**src/rtl/dmem_access_ctrl.sv**
```systemverilog
// MEM-stage data-memory sequencer: issues one request per load/store over a
// req/ack bus, stalls the pipeline while it is outstanding, flags misalignment and timeouts.
module dmem_access_ctrl #(
    parameter int unsigned TIMEOUT_CYCLES = 255
) (
    input  logic        clk,
    input  logic        reset,
    input  logic        memRead,
    input  logic        memWrite,
    input  logic [31:0] addr,
    input  logic [31:0] wdata,
    output logic        memReq,
    output logic        memWe,
    output logic [31:0] memAddr,
    output logic [31:0] memWdata,
    input  logic        memAck,
    input  logic [31:0] memRdata,
    output logic        stall,
    output logic [31:0] rdata,
    output logic        rdataValid,
    output logic        misaligned,
    output logic        timeout
);

    typedef enum logic [1:0] {
        S_IDLE,
        S_REQ,
        S_DONE
    } state_t;

    localparam logic [15:0] LP_LAST_WAIT = 16'(TIMEOUT_CYCLES - 1);

    state_t      r_state;
    logic [15:0] r_waitCnt;
    logic        r_memReq;
    logic        r_memWe;
    logic [31:0] r_memAddr;
    logic [31:0] r_memWdata;
    logic [31:0] r_rdata;
    logic        r_rdataValid;
    logic        r_misaligned;
    logic        r_timeout;

    logic        w_pending;
    logic        w_aligned;

    assign w_pending = memRead | memWrite;
    assign w_aligned = (addr[1:0] == 2'b00);

    // Gated by reset so an access in flight releases the pipeline immediately.
    assign stall = ~reset & (((r_state == S_IDLE) & w_pending & w_aligned) | (r_state == S_REQ));

    assign memReq     = r_memReq;
    assign memWe      = r_memWe;
    assign memAddr    = r_memAddr;
    assign memWdata   = r_memWdata;
    assign rdata      = r_rdata;
    assign rdataValid = r_rdataValid;
    assign misaligned = r_misaligned;
    assign timeout    = r_timeout;

    always_ff @(posedge clk or posedge reset) begin
        if (reset) begin
            r_state      <= S_IDLE;
            r_waitCnt    <= '0;
            r_memReq     <= 1'b0;
            r_memWe      <= 1'b0;
            r_memAddr    <= '0;
            r_memWdata   <= '0;
            r_rdata      <= '0;
            r_rdataValid <= 1'b0;
            r_misaligned <= 1'b0;
            r_timeout    <= 1'b0;
        end else begin
            r_rdataValid <= 1'b0;
            r_misaligned <= 1'b0;
            case (r_state)
                S_IDLE: begin
                    if (w_pending && w_aligned) begin
                        r_state    <= S_REQ;
                        r_memReq   <= 1'b1;
                        r_memWe    <= memWrite;
                        r_memAddr  <= {addr[31:2], 2'b00};
                        r_memWdata <= wdata;
                        r_waitCnt  <= '0;
                    end else if (w_pending) begin
                        r_misaligned <= 1'b1;
                    end
                end
                S_REQ: begin
                    // An ack arriving on the final wait cycle takes priority over the timeout.
                    if (memAck) begin
                        r_state  <= S_DONE;
                        r_memReq <= 1'b0;
                        if (!r_memWe) begin
                            r_rdata      <= memRdata;
                            r_rdataValid <= 1'b1;
                        end
                    end else if (r_waitCnt == LP_LAST_WAIT) begin
                        r_state      <= S_DONE;
                        r_memReq     <= 1'b0;
                        r_timeout    <= 1'b1;
                        r_rdata      <= '0;
                        r_rdataValid <= ~r_memWe;
                    end else begin
                        r_waitCnt <= r_waitCnt + 16'd1;
                    end
                end
                S_DONE: begin
                    r_state <= S_IDLE;
                end
                default: begin
                    r_state <= S_IDLE;
                end
            endcase
        end
    end

endmodule

```
**config.mk**
```make
export PLATFORM = sky130hd
export DESIGN_NAME = dmem_access_ctrl
export DESIGN_NICKNAME = d
export VERILOG_FILES = /design/src/rtl/dmem_access_ctrl.sv
export SDC_FILE = /design/constraint.sdc
export NUM_CORES = 1
export LEC_CHECK = 0
export CORE_UTILIZATION = 39
export DETAILED_ROUTE_END_ITERATION = 8
export GPL_ROUTABILITY_DRIVEN = 0
export PLACE_DENSITY = 0.77
export SLEW_MARGIN = 25
export SYNTH_ARGS = -nofsm -noshare
export SYNTH_HDL_FRONTEND = slang
export SYNTH_SLANG_ARGS = --single-unit
```
**constraint.sdc**
```tcl
create_clock -name clk -period 4.32 [get_ports clk]
set_clock_uncertainty 0.1 [all_clocks]
set_input_delay 1.08 -clock clk [delete_from_list [all_inputs] [get_ports clk]]
set_output_delay 1.08 -clock clk [all_outputs]
set_load 0.01 [all_outputs]
```
Word level (Yosys, flattened, before mapping):

Cells that the tools add are included.

* input bits: 101
* logic and storage cells: 59
* output and inout port bits: 102
* register bits: 117

* $add $sub $neg: 1
* reductions and logical operators: 11
* muxes and demuxes: 22
* eq/ne operators: 7
* bitwise logic cells: 8

Operators by type and width (count)
* 32-bit 2-to-1 mux: 3
* 16-bit 2-to-1 mux: 3
* 16-bit one-hot mux with 2 select lines: 1
* 16-bit by 1-bit adder with 16-bit output (second input constant): 1
* 16-bit by 8-bit == test with 1-bit output (second input constant): 1
* 1-bit 2-to-1 mux: 10
* 3-bit AND reduction: 3
* 2-bit 2-to-1 mux: 3
* 2-bit inequality test (second input constant): 3
* 2-bit logical NOT: 2
* 2-bit one-hot mux with 2 select lines: 1
* 2-bit AND reduction: 2
* 4-bit AND reduction: 1
* 2-bit nonzero test: 2
* 1-bit bitwise AND: 3
* 3-bit by 2-bit inequality test with 1-bit output (second input constant): 1
* 1-bit NOT: 3
* 2-bit by 1-bit == test with 1-bit output (second input constant): 1
* 2-bit by 1-bit inequality test with 1-bit output (second input constant): 1
* 1-bit OR: 2
* 1-bit one-hot mux with 2 select lines: 1
* 1-bit logical AND: 1

Depth between registers and ports, before layout:

* depth after elaboration: 5
* mapped depth: 7
* gate-level depth less buffers: 6

Worst setup path before layout:

No wires, ideal clock.

* path kind: input to register
* start point: in addr[1]
* end point: reg r_memAddr[10] (netlist: memAddr[10])
* arrival: 2.540 ns
* slack: 1.555 ns
* library setup time: 0.125 ns
* path buffers: 3
* data required time: 4.095 ns
* stages on the path: 6
* cell sequence: nor2_1 or4b_2 clkbuf_1 buf_2 buf_2 mux2_2

* word-level cells in the longest chain between the ends: 3

Ends and longest elaborated chain
* start, declared: RTL line 10 `input logic [31:0] addr,`
* 2-bit logical NOT: RTL line 48 `assign w_aligned = (addr[1:0] == 2'b00);`
* 1-bit logical AND: RTL line 79 `if (w_pending && w_aligned) begin`
* 2-bit AND reduction (no source line)
* end signal, assigned: RTL line 83 `r_memAddr <= {addr[31:2], 2'b00};`
* end, declared: RTL line 37 `logic [31:0] r_memAddr;`

Every way passes these cells.
A chain may end at the register's enable or synchronous reset.

Final worst setup path:

* start point: in memWrite
* end point: out stall

* word-level cells in the longest chain between the ends: 5

Ends and longest elaborated chain
* start, declared: RTL line 9 `input logic memWrite,`
* 1-bit OR: RTL line 47 `assign w_pending = memRead | memWrite;`
* 1-bit bitwise AND (2 in a row): RTL line 51 `assign stall = ~reset & (((r_state == S_IDLE) & w_pending & w_aligned) | (r_state == S_REQ));`
* 1-bit OR: RTL line 51
* 1-bit bitwise AND: RTL line 51
* end, declared: RTL line 18 `output logic stall,`

Every way passes these cells.

==> parameters.txt <==
Parameter                              Value

Global route
  First-pass GRT wire length    20,000 microns
  Vias in the first global route    3,995
  Total routing usage reported by global routing    0.205
  Total grt overflow    0
  Number of antenna violations at the first check in global routing    0
  Pin count of the biggest net entering global routing    82

Synth
  Post-synthesis cell type count    43
  Synthesized-area fraction occupied by xor and xnor cells    0
  Compound-gate portion of the synthesized area    0.130
  Async set or reset register ratio after synthesis    1.00
  Number of enable flip-flop cells after synthesis    0
  Adder-Cell Fraction of Synth Area    0.00514
  Yosys top cell area share    0.602
  Multiplexer fraction of the synthesized cell area    0.148
  Synthesized netlist cell count    365
  Number of warnings printed during yosys synthesis    0
  Most frequently used flop master after synthesis    dfrtp_1
  FF+latch count, synth    117
  Post-Synth Simple-Gate Area    0.0897
  Total standard cell area after synthesis    4870 sq um
  Cell with the most instances after synthesis    dfrtp_1
  Part of the Yosys area used for sequential elements    0.602
  Per-instance average area after synthesis    13.3 sq um
  Synth area leaders    dfrtp_1 60%, mux2_2 15%, a21bo_2 5.1%
  Largest family of logic cells by synthesized area    multiplexers
  Leading area contributor after synthesis    dfrtp_1
  Top post-synthesis cells by count    117 x dfrtp_1, 63 x mux2_2, 42 x nand3_1

Worst setup path
  Family with the most delay on the worst path    buffers and inverters
  Data arrival time at the worst-slack endpoint    2.75 ns
  Worst path buffer plus inverter count    2
  Worst Setup EP    stall
  Critical path's largest stage delay    0.57 ns
  Critical register-to-register path startpoint    r_waitCnt[0]$_DFFE_PP0P_
  Library cell contributing the largest single delay on the critical path    clkdlybuf4s50_1
  Internal reg-to-reg setup slack    1.68 ns
  Max FO, Critical Path    3
  Setup crit start kind    primary input
  Cell chain of the critical path    clkdlybuf4s50_1 -> nor2_1 -> nor3_1 -> nor2_1 -> nor3_1 -> clkdlybuf4s50_1
  Capturing point of the worst reg2reg path    r_waitCnt[1]$_DFFE_PP0P_
  CP endpoint kind    output pin
  Category of the most critical setup path    in -> out
  Required time reported for the critical path endpoint    3.14 ns
  Critical path depth    6
  Worst Reg-to-Reg Cells    6
  Worst setup path start    memWrite

Power and ir drop
  Power density relative to cell area    557 nW/um^2
  Power Total    4.27 mW
  Max IR drop VDD    0.000324 V
  Leakage power    3.29 nW

Die
  Chip height    114 microns
  Number of top-level design ports    203
  Initial Util    0.402
  Die Footprint    12,900 sq um
  Number of rows created at floorplan    40
  Floorplan Core Area    12,100 sq um
  Chip width    114 microns

STA
  Unrepaired setup endpoints after global routing    false
  Final worst-path cycle share    0.910
  Slew Viols, Final    0
  Final setup violation count    0
  Slew @ Worst Pin    0.813 ns
  Highest achievable clock rate    0.254 GHz
  Final hold violation count    0
  Sum Neg Setup Slack    0 ns
  Tmin final    3.93 ns
  Worst slew margin relative to its limit    0.458

Final layout
  Final net count    672
  Area occupied by multi-input gates    1830 sq um
  P&R area growth vs syn    57.6%
  Filler cell count    987
  Final cell utilization of the core    0.633
  Layout cell share with drive strength beyond 1    0.237
  Number of antenna diodes    0
  Sequential Area    2930 sq um

CTS
  Clock tree from TritonCTS    done
  Clock edge transition at the registers on the reported setup and hold paths    0.05 ns
  Max Root-Sink Buffers    2
  Number of setup buffers added after CTS    0
  TritonCTS buffer count    17
  Latest clock arrival within the worst-skew pair    0.42 ns
  CTS H-tree lvls    4
  Hold-fix buffers at CTS    0
  Number of sinks on the clock net    117
  Post-CTS sizing    0
  Cell at the root of the clock tree    clkbuf_16

Routing
  Drt total wl    12,500 microns
  Average wire per standard cell    16.7 microns
  Total number of vias    3,843
  Total DRC errors in the routed layout    0
  Antenna Nets Post-Route    0
  Violation count after the first detailed-routing iteration    209
  Number of detailed-route iterations in the first pass    4
  Via-per-instance ratio    5.12

Placement
  Port buffer count    200
  Half-perimeter wire length of the detailed placement result    8740 microns

Hold path
  Tightest Hold Check Type    reg -> reg

Run
  Number of maximum-capacitance constraint violations    0

Outcome
  Outcome    complete, no violations
cells by family (layout without fill, tap and decap cells):
family                     after synthesis  count (layout)
other                                    1               2
and+or+nand+nor                         79              79
muxes                                   64              64
AOI/OAI and AO/OA                       75              75
buffers and inverters                   27             243
adders and majority gates                2               2
DFF                                    117             117
layout by cell type (no fill, tap or decap), types with 2 or more instances in the layout:
| cell | count |
|---|---|
| a21bo_1 | 6 |
| a21bo_2 | 25 |
| a21o_1 | 5 |
| a21oi_1 | 8 |
| a31o_2 | 2 |
| a31oi_1 | 11 |
| a41oi_1 | 4 |
| and3_1 | 2 |
| buf_4 | 8 |
| bufinv_16 | 4 |
| clkbuf_16 | 17 |
| clkdlybuf4s50_1 | 200 |
| clkinv_2 | 5 |
| clkinvlp_4 | 4 |
| conb_1 | 2 |
| dfrtp_1 | 117 |
| ha_1 | 2 |
| inv_1 | 2 |
| mux2_2 | 63 |
| nand2_1 | 6 |
| nand3_1 | 42 |
| nand4_1 | 3 |
| nor2_1 | 7 |
| nor2b_1 | 2 |
| nor3_1 | 2 |
| nor4_1 | 3 |
| o21a_1 | 4 |
| o21ai_0 | 3 |
| or3_1 | 2 |
| or4b_4 | 2 |
worst reg2reg max path, cell delays in order, from the launching register on:
cell and delay [ns]:
dfrtp_1 0.44, inv_1 0.09, ha_1 0.14, or4b_4 0.50, o41ai_4 0.56, nand2_2 0.30
mux2_1 0.38
sequential cells by signal, summed over array words and instances, names as in the netlist:
signal      cells
memAddr        30
rdata          32
misaligned      1
memWdata       32
memReq          1
r_waitCnt      16
r_state         2
rdataValid      1
timeout         1
memWe           1
worst min-delay path by stage:
stage                              from  depth (start not counted)                        to
6_report            timeout$_DFFE_PP0P_                          1       timeout$_DFFE_PP0P_
4_1_cts             timeout$_DFFE_PP0P_                          1       timeout$_DFFE_PP0P_
2_1_floorplan  r_waitCnt[4]$_DFFE_PP0P_                          1  r_waitCnt[4]$_DFFE_PP0P_
3_5_place_dp        timeout$_DFFE_PP0P_                          1       timeout$_DFFE_PP0P_
3_3_place_gp        timeout$_DFFE_PP0P_                          1       timeout$_DFFE_PP0P_
5_1_grt             timeout$_DFFE_PP0P_                          1       timeout$_DFFE_PP0P_
metrics by stage:
step	hold WS (ns)	setup WS (ns)	cell area, sq um	instances
4_1_cts	0.376	0.379	7670	750
6_report	0.366	0.388	7670	750
3_3_place_gp	0.338	0.472	7050	718
5_1_grt	0.388	0.330	7670	750
2_1_floorplan	0.376	0.0392	4870	366
3_5_place_dp	0.360	0.418	7050	718
power by group:
part	internal [mW]	switching (mW)	total [mW]
registers	1.39	0.183	1.57
logic	0.782	0.447	1.23
clock network	0.973	0.495	1.47
final cells by class:
type	count	area share
tap	168	0.0274
inverter	3	0.00212
timing repair buffer	208	0.269
clock inverter	14	0.0240
sequential	117	0.382
multi-input combinational	222	0.239
clock buffer	18	0.0572
layer usage:
layer  vias to the layer above  part of all wire  global-route usage
met2                       171              0.51               0.333
met3                        24             0.089              0.0967
met5                         -                 0                   0
met1                      1905              0.38               0.229
met4                         0             0.025              0.0921
li1                       1743                 -                   -
No activity file was read; power rests on OpenSTA's default activity.
